`config.mk`:
```
export PLATFORM = sky130hd
export DESIGN_NAME = uart_interface_regs
export DESIGN_NICKNAME = d
export VERILOG_FILES = /design/src/rtl/uart_interface_regs.sv
export SDC_FILE = /design/constraint.sdc
export NUM_CORES = 1
export LEC_CHECK = 0
export BUFFER_PORTS_ARGS = -buffer_cell sky130_fd_sc_hd__buf_2
export CAP_MARGIN = 20
export CORE_MARGIN = 10
export CORE_UTILIZATION = 50
export CTS_CLUSTER_DIAMETER = 60
export DETAILED_ROUTE_END_ITERATION = 16
export GPL_TIMING_DRIVEN = 0
export HOLD_SLACK_MARGIN = 0.02
export PLACE_DENSITY = 0.84
export SYNTH_ARGS = -nofsm -noshare
export SYNTH_HDL_FRONTEND = slang
export SYNTH_SLANG_ARGS = --single-unit
```
`constraint.sdc`:
```
create_clock -name clk -period 2.4 [get_ports clk]
set_input_delay 0.24 -clock clk [delete_from_list [all_inputs] [get_ports clk]]
set_output_delay 0.24 -clock clk [all_outputs]
set_load 0.02 [all_outputs]
```
`src/rtl/uart_interface_regs.sv`:
```
// uart_interface_regs: 8N1 UART with control/TX-data/RX-data register bank.
// Control bit 0 = send, bit 1 = new_rx; hardware set/clear wins over software writes.
module uart_interface_regs #(
   parameter int CLKS_PER_BIT = 1042
) (
   input  logic        clk,
   input  logic        rst,
   input  logic        wr_i,
   input  logic        reg_sel_i,
   input  logic        addr_i,
   input  logic [31:0] entrada_i,
   output logic [31:0] salida_o,
   input  logic        rx,
   output logic        tx
);
   localparam int CW = $clog2(CLKS_PER_BIT);
   localparam logic [CW-1:0] LAST = CW'(CLKS_PER_BIT - 1);
   localparam logic [CW-1:0] HALF = CW'(CLKS_PER_BIT / 2 - 1);
   typedef enum logic [1:0] {IDLE, START, DATA, STOP} state_t;
   logic send, new_rx;
   logic [7:0] tx_data, rx_data;
   logic ctrl_wr, tx_done, rx_done;
   logic unused_bits;
   assign unused_bits = ^entrada_i[31:8];
   assign ctrl_wr = wr_i & ~reg_sel_i;
   // transmitter
   state_t tx_state, tx_next;
   logic [CW-1:0] tx_cnt;
   logic [2:0] tx_bit;
   logic [7:0] tx_shift;
   logic tx_tick;
   assign tx_tick = tx_cnt == '0;
   assign tx_done = tx_state == STOP && tx_tick;
   always_ff @(posedge clk)
      if (rst) tx_state <= IDLE;
      else tx_state <= tx_next;
   always_comb
      tx_next = tx_state == IDLE ? (send ? START : IDLE) :
                !tx_tick ? tx_state :
                tx_state == START ? DATA :
                tx_state == DATA ? (tx_bit == 3'd7 ? STOP : DATA) : IDLE;
   always_comb
      tx = tx_state == START ? 1'b0 : tx_state == DATA ? tx_shift[0] : 1'b1;
   always_ff @(posedge clk)
      if (rst) begin
         tx_cnt   <= '0;
         tx_bit   <= '0;
         tx_shift <= '0;
      end else if (tx_state == IDLE) begin
         tx_cnt   <= LAST;
         tx_bit   <= '0;
         tx_shift <= tx_data;
      end else begin
         tx_cnt <= tx_tick ? LAST : tx_cnt - 1'b1;
         if (tx_tick && tx_state == DATA) begin
            tx_shift <= tx_shift >> 1;
            tx_bit   <= tx_bit + 1'b1;
         end
      end
   // receiver; start detection needs a high-to-low edge so a low line after a framing error is ignored
   state_t rx_state, rx_next;
   logic [1:0] sync;
   logic rx_s, rx_prev, rx_tick;
   logic [CW-1:0] rx_cnt;
   logic [2:0] rx_bit;
   logic [7:0] rx_shift;
   assign rx_s = sync[1];
   assign rx_tick = rx_cnt == '0;
   assign rx_done = rx_state == STOP && rx_tick && rx_s;
   always_ff @(posedge clk)
      if (rst) rx_state <= IDLE;
      else rx_state <= rx_next;
   always_comb
      rx_next = rx_state == IDLE ? (!rx_s && rx_prev ? START : IDLE) :
                !rx_tick ? rx_state :
                rx_state == START ? (rx_s ? IDLE : DATA) :
                rx_state == DATA ? (rx_bit == 3'd7 ? STOP : DATA) : IDLE;
   always_ff @(posedge clk)
      if (rst) begin
         sync     <= 2'b11;
         rx_prev  <= 1'b1;
         rx_cnt   <= '0;
         rx_bit   <= '0;
         rx_shift <= '0;
      end else begin
         sync    <= {sync[0], rx};
         rx_prev <= rx_s;
         if (rx_state == IDLE) begin
            rx_cnt <= HALF;
            rx_bit <= '0;
         end else begin
            rx_cnt <= rx_tick ? LAST : rx_cnt - 1'b1;
            if (rx_tick && rx_state == DATA) begin
               rx_shift <= {rx_s, rx_shift[7:1]};
               rx_bit   <= rx_bit + 1'b1;
            end
         end
      end
   // register bank
   always_ff @(posedge clk)
      if (rst) begin
         send    <= 1'b0;
         new_rx  <= 1'b0;
         tx_data <= '0;
         rx_data <= '0;
      end else begin
         send   <= tx_done ? 1'b0 : ctrl_wr ? entrada_i[0] : send;
         new_rx <= rx_done | (ctrl_wr ? new_rx & entrada_i[1] : new_rx);
         if (wr_i && reg_sel_i && !addr_i) tx_data <= entrada_i[7:0];
         if (rx_done) rx_data <= rx_shift;
      end
   always_comb
      salida_o = !reg_sel_i ? {30'b0, new_rx, send} :
                 addr_i ? {24'b0, rx_data} : {24'b0, tx_data};
endmodule

```
=== After elaboration in Yosys (flattened, before gate mapping) ===
Index checks and enable logic that the tools add are counted.

* Mux-type cells: 24
* Bitwise gates (word level): 5
* Add/subtract/negate cells: 4
* Reductions and logical operators: 23
* Eq/ne operators: 8

{| class="wikitable"
|+ Operators with widths
! kind !! number
|-
| 2-to-1 mux 11 bit || 3
|-
| 2-to-1 mux 8 bit || 4
|-
| zero test 11 bit || 2
|-
| subtractor 11 x 1 -> 11 bit (second input constant) || 2
|-
| 2-to-1 mux 2 bit || 9
|-
| 2-to-1 mux 10 bit || 1
|-
| == test 2 bit (second input constant) || 4
|-
| logical AND 1 bit || 8
|-
| 2-to-1 mux 1 bit || 7
|-
| adder 3 x 1 -> 3 bit (second input constant) || 2
|-
| == test 3 bit (second input constant) || 2
|-
| nonzero test 2 bit || 3
|-
| OR reduction 2 bit || 3
|-
| OR reduction 3 bit || 2
|-
| == test 2 x 1 -> 1 bit (second input constant) || 2
|-
| zero test 2 bit || 2
|-
| bitwise AND 1 bit || 2
|-
| zero test 1 bit || 2
|-
| NOT 1 bit || 2
|-
| AND reduction 2 bit || 1
|-
| OR 1 bit || 1
|}

* Bits in registers: 69
* Output and inout bits: 33

=== Logic depth before layout (Yosys ltp) ===
Gate-level depths: netlist (run 1).

* Depth in word-level cells: 6
* Depth in mapped cells: 7

=== Least setup slack after synthesis (run 1) ===
OpenSTA, ideal clock, no wires.

* Path kind: flip-flop to flip-flop
* From: register rx_cnt[6]
* To: register rx_bit[0]
* Path buffers: 1
* Library setup time: 0.070 ns
* Data required time: 2.330 ns
* Arrival: 2.022 ns
* Path slack: 0.309 ns
* Clock period less this slack: 2.091 ns
* Stages on the path, launching flop included: 6
* Cells stage by stage: dfxtp_1 > or4_4 > or4_1 > buf_2 > or4_1 > a21oi_1

* Longest elaborated chain between the ends: 2

{| class="wikitable"
|+ Ends and longest elaborated chain
! what !! RTL line !! RTL
|-
| start: declaration || 64 || <nowiki>logic [CW-1:0] rx_cnt;</nowiki>
|-
| start signal: assignment || 92 || <nowiki>rx_cnt <= rx_tick ? LAST : rx_cnt - 1'b1;</nowiki>
|-
| zero test 11 bit || 68 || <nowiki>assign rx_tick = rx_cnt == '0;</nowiki>
|-
| logical AND 1 bit || 93 || <nowiki>if (rx_tick && rx_state == DATA) begin</nowiki>
|-
| end signal: assignment || 95 || <nowiki>rx_bit <= rx_bit + 1'b1;</nowiki>
|-
| end: declaration || 65 || <nowiki>logic [2:0] rx_bit;</nowiki>
|}

No other way between the ends.
A chain may end at the register's enable or synchronous reset.

=== Worst setup path after layout (run 1) ===
Ends and elaborated chain as after synthesis.

==> results_dict.tcl, run 1 <==
set metrics [dict create \
    worst-path-max-fanout 6 \
    final_common_cell "dfxtp_1" \
    multi_input_area_sq_mm 0.00170 \
    period_needed_ps 2220 \
    wl_met2_um 3370 \
    ys_seq_elements 69 \
    vias_per_cell 5.19 \
    clk_pin_slew_ps 80 \
    relSlewSlack_pct 50.3 \
    area_growth_pct 14.1 \
    finalSetupViolations 0 \
    powerDensity_mw_per_mm2 824 \
    critPathTopFamily "simple AND/OR/NAND/NOR gates" \
    finalMaxSlewViolations 0 \
    cts-root-buf "clkbuf_8" \
    die_w_um 101 \
    worstSetupStartpointType "flop" \
    async_reset_ff_share_pct 0 \
    slowest_delay_ps 580 \
    cap_violations 0 \
    nNetsFinal 469 \
    die_y_um 101 \
    worstHoldPathType "input pin to flop" \
    fillers 576 \
    finClkSkew_ps 10.2 \
    grt_pass1_wl_um 11400 \
    final_cell_mix "69 x dfxtp_1, 41 x nor2_1, 37 x mux2i_1" \
    htreeDepth 3 \
    grt_pass1_vias 2622 \
    io_pins 71 \
    ys_seq_area_share_pct 41.9 \
    start_util_pct 51.6 \
    drt_wl_total_um 6810 \
    drcViolationCount 0 \
    cts_tree "done" \
    post_drt_wl_per_cell_um 13.6 \
    arrival_ps 2520 \
    drt_iter0_drc 76 \
    clk_path_buf_depth 2 \
    synth_cells 366 \
    wl_met1_um 2780 \
    grtUsageTotal_pct 13.7 \
    path_buf_inv 1 \
    synthesis.area_sq_mm 0.00330 \
    clk_latency_ps 360 \
    cts_buffers 9 \
    ant_nets 0 \
    overflow 0 \
    met3_length_um 492 \
    cp_slowest_cell "or4_4" \
    status "complete, no violations" \
    fin_area_sq_mm 0.00376 \
    placed_cell_area_sq_mm 0.00358 \
    fmax_ghz 0.451 \
    vias 2601 \
    crit_type "flop to flop" \
    numPortBuffers 20 \
    rsz0062_at_grt "false" \
    hold_viol 0 \
    grt_start_max_net_pins 15 \
    top_layer "met4" \
    layout-drive-gt1-share_pct 17.2 \
    gp_congestion 0.793 \
    peakVddDrop_v 0.000657 \
    fin_setup_tns_ps 0 \
    synth_ff_type "dfxtp_1" \
    core-area_sq_mm 0.00639 \
    die_area_sq_mm 0.0102 \
    diodes 0 \
    synth_area_per_cell_sq_um 9.01 \
    ys_types 38 \
    synth_edf_count 0 \
    fin_crit_sh_pct 92.4 \
    yosysWarnings 0 \
    clock_sinks 69 \
    end_kind "flop" \
    leakage_nw 1.73 \
    num_rows 29 \
    register_area_sq_mm 0.00138 \
    path_cells "or4_4 > or4_1 > buf_2 > or4_1 > a21oi_1" \
    antenna_found_initial 0 \
    critical_path_required_ps 2700 \
    critPathMostFrequentCell "or4_1" \
    first_pass_iters 4 \
    worst_pin_slew_ps 746 \
    hpwl_um 5190 \
]
==> layer usage <==
metal,GRT usage [%],up-vias
li1,-,1310
met1,14.3,1215
met2,23.4,60
met3,5.51,16
met4,6.86,0
met5,0,-
==> Yosys cell counts (5+ instances only) <==
cell | instances | area share (%)
dfxtp_1 | 69 | 42
nor2_1 | 41 | 4.7
mux2i_1 | 37 | 11
buf_4 | 24 | 5.5
nand2_1 | 21 | 2.4
a21oi_1 | 19 | 2.9
nand2b_1 | 19 | 3.6
clkbuf_1 | 17 | 1.9
inv_1 | 15 | 1.7
ha_1 | 12 | 4.6
nor3_1 | 12 | 1.8
xnor2_1 | 10 | 2.7
a221oi_1 | 8 | 2.1
nor2b_1 | 6 | 1.1
a211oi_1 | 5 | 1.1
nand3_1 | 5 | 0.76
or2_2 | 5 | 0.95
==> logic make-up after synthesis <==
logic type | count (synthesis) | share of synthesized area [%]
buffers and inverters | 58 | 9.41
AOI/OAI and AO/OA | 41 | 8.01
muxes | 37 | 11.2
other | 1 | 0.114
and+or+nand+nor | 134 | 21.1
DFF | 69 | 41.9
adders and majority gates | 12 | 4.55
xor gates and xnor gates | 14 | 3.72
==> worst register-to-register path, stage by stage, from the launching register on <==
cell and delay (ps):
dfxtp_1 350, or4_4 580, or4_1 500, buf_2 170, or4_1 410, a21oi_1 150
==> power breakdown <==
| group | internal (mW) | leakage, nW | switching, mW |
|---|---|---|---|
| combinational | 0.354 | 1.09 | 0.533 |
| clock | 0.384 | 0.0789 | 0.478 |
| sequential | 1.26 | 0.561 | 0.0920 |
| total | 2.00 | 1.73 | 1.10 |
==> per-stage QoR <==
| step | power, mW | setup slack (ps) | std cells | hold WS (ps) | util (%) |
|---|---|---|---|---|---|
| 6_report | 3.10 | 183 | 501 | 57.2 | 58.9 |
| 5_1_grt | 3.30 | 69.8 | 501 | 57.3 | 58.9 |
| 4_1_cts | 3.11 | 86.0 | 502 | 43.6 | 58.9 |
| 3_5_place_dp | 2.25 | 78.2 | 486 | 418 | 56.1 |
| 3_3_place_gp | 2.20 | 202 | 486 | 391 | 56.1 |
| 2_1_floorplan | 2.05 | 309 | 389 | 344 | - |
==> registers in the layout, indices dropped and copies added, names as in the netlist, 3 cells and up <==
signal    flops
rx_cnt       11
tx_bit        3
tx_shift      8
tx_cnt       11
rx_bit        3
rx_data       8
tx_data       8
rx_shift      8
==> layout make-up <==
class                           count  share of cell area, %
Multi-Input combinational cell    262                   45.1
Clock inverter                      7                   1.50
Sequential cell                    69                   36.7
Buffer                             42                   6.65
Inverter                           15                   1.50
Clock buffer                        9                   3.29
Tap cell                           77                   2.56
Timing Repair Buffer               20                   2.66
==> path summary, 6_finish.rpt <==
kind | slack [ps] | cells after the start | startpoint | endpoint
setup / recovery | 180 | 5 | rx_cnt[6] | rx_bit[0]
hold / removal | 60 | 2 | rx | sync[0]
setup reg to reg | 180 | 5 | rx_cnt[6] | rx_bit[0]
hold reg to reg | 440 | 1 | sync[0] | sync[1]
==> timing repair <==
action | CTS | global route
resized for setup | 0 | 1
endpoints found under the setup margin | 0 | 10
setup buffers | 0 | 0
hold buffers | 0 | 0
Power figures use the tool's default switching activity.
==> inputs of run 2 (changes only) <==
Settings changed: ABC_AREA set to 1, REMOVE_ABC_BUFFERS set to 1.
==> results_dict.tcl, run 2 <==
set metrics [dict create \
    status "complete, no violations" \
    synth_top_area_cell "dfxtp_1" \
    min-delay-start "rx" \
    ant_nets 0 \
    fin_cells 558 \
    critPathTopFamily "simple AND/OR/NAND/NOR gates" \
    cp_slowest_cell "ha_1" \
    fin_crit_sh_pct 80.1 \
    grt_pass1_vias 2607 \
    drcViolationCount 0 \
    grt_start_max_net_pins 29 \
    final_common_cell "nor2_1" \
    grtUsageTotal_pct 13.1 \
    cts_setup_buffers 0 \
    clk_path_buf_depth 2 \
    gp_congestion 0.855 \
    peakVddDrop_v 0.000583 \
    power_mw 2.92 \
    r2r-start "tx_state[0]" \
    yosysMostFrequentCell "nor2_1" \
    powerDensity_mw_per_mm2 795 \
    vias_per_cell 4.90 \
    crit_type "flop to flop" \
    first_pass_iters 5 \
    min_path_cells 2 \
    worst_pin_slew_ps 678 \
    cts_hold_buf 0 \
    worstHoldPathType "input pin to flop" \
    worstSetupStartpointType "flop" \
    htreeDepth 3 \
    die_w_um 103 \
    finClkSkew_ps 9.09 \
    slowest_delay_ps 460 \
    drt_iter0_drc 90 \
    overflow 0 \
    path_cells "inv_1 > ha_1 > clkinv_1 > nand2_2 > nand2_1 > nand2_1 > nor2_1" \
    ys_seq_elements 69 \
    synth_ff_type "dfxtp_1" \
    synth.top_cell.area_share_pct 40.5 \
    area_growth_pct 7.52 \
    worst-path-max-fanout 12 \
    relSlewSlack_pct 54.5 \
    drt_wl_total_um 6690 \
    synth_cells 450 \
    clock_sinks 69 \
    finalMaxSlewViolations 0 \
    clk_pin_slew_ps 70 \
    die_area_sq_mm 0.0105 \
    async_reset_ff_share_pct 0 \
    cts_tree "done" \
    cts_buffers 9 \
    antenna_found_initial 0 \
    cts-root-buf "clkbuf_8" \
    rsz0062_at_grt "false" \
    leakage_nw 1.77 \
    vias 2733 \
    critPathMostFrequentCell "nand2_1" \
    ys_types 34 \
    post_drt_wl_per_cell_um 12.0 \
    fmax_ghz 0.520 \
    num_rows 30 \
    r2r_slack_ps 480 \
    synth_area_per_cell_sq_um 7.58 \
    ys_seq_area_share_pct 40.5 \
    placedCellCount 542 \
    nNetsFinal 523 \
    hpwl_um 4980 \
    end_kind "flop" \
    period_needed_ps 1920 \
    yosysWarnings 0 \
    fin_setup_tns_ps 0 \
    arrival_ps 2150 \
    core-area_sq_mm 0.00672 \
    synth_edf_count 0 \
    numPortBuffers 22 \
    final_cell_mix "80 x nor2_1, 69 x dfxtp_1, 63 x nand2_1" \
    path_buf_inv 2 \
    start_util_pct 50.8 \
    synth_common_cells "80 x nor2_1, 69 x dfxtp_1, 63 x nand2_1" \
    hold_viol 0 \
    cap_violations 0 \
    layout-drive-gt1-share_pct 14.6 \
    die_y_um 103 \
    reg2reg_depth 7 \
    synthesis.area_sq_mm 0.00341 \
    grt_pass1_wl_um 11300 \
    io_pins 71 \
    crit_cells 7 \
    finalSetupViolations 0 \
    critical_path_required_ps 2630 \
    diodes 0 \
    synth_area_leaders "dfxtp_1 40%, nor2_1 8.8%, nand2_1 6.9%" \
    holdPathEnd "sync[0]" \
    clk_latency_ps 330 \
    cts_resized 0 \
    reg_top3 "rx_cnt: 11 flops, tx_cnt: 11 flops" \
    r2r_end "tx_shift[4]" \
]
==> run 2: logic make-up after synthesis <==
kind of cell | count (synthesis) | share of synthesized area (%)
AOI/OAI and AO/OA | 72 | 11.0
xor gates and xnor gates | 8 | 2.05
adders and majority gates | 12 | 4.40
buffers and inverters | 79 | 11.9
DFF | 69 | 40.5
muxes | 5 | 1.47
other | 1 | 0.110
and+or+nand+nor | 204 | 28.5
==> run 2: per-layer routing <==
metal  vias to the layer above  share of wire, %  track usage [%]
li1                       1441                 -                -
met1                      1233                44             14.9
met2                        51                50             22.7
met3                         8               4.3             3.15
met4                         0               1.2             5.53
met5                         -                 0                0
==> run 2: how the worst max path moves through the flow <==
stage / from / slack, ps / endpoint
after detailed placement: rst / 320 / rx_cnt[7]
after global placement: rst / 300 / tx_cnt[8]
after global routing: tx_state[0] / 280 / tx_shift[5]
final: tx_state[0] / 480 / tx_shift[4]
after floorplan: tx_state[0] / 820 / tx_shift[1]
after CTS: tx_state[0] / 500 / tx_shift[4]
==> run 2: power breakdown <==
part	total, mW	internal [mW]	switching, mW	leakage, nW
clock	0.911	0.505	0.406	0.0964
sequential	1.29	1.23	0.0630	0.561
combinational	0.711	0.229	0.481	1.11
total	2.92	1.97	0.950	1.77
==> run 2: per-stage QoR <==
step / utilization [%] / hold slack (ps) / area [sq um] / setup WS, ps
global route: 54.6 / 85.4 / 3670 / 281
finish: 54.6 / 96.5 / 3670 / 478
CTS: 54.6 / 88.8 / 3670 / 497
global placement: 51.7 / 392 / 3470 / 302
floorplan: - / 302 / 3260 / 823
detailed placement: 51.7 / 392 / 3470 / 321
==> run 2: cell type report <==
cell class	count	area (sq um)
timing repair buffer	22	110
multi-input combinational	325	1710
clock buffer	12	145
sequential	69	1380
clock inverter	4	47.5
tap	80	100
inverter	46	173
fill	602	3050
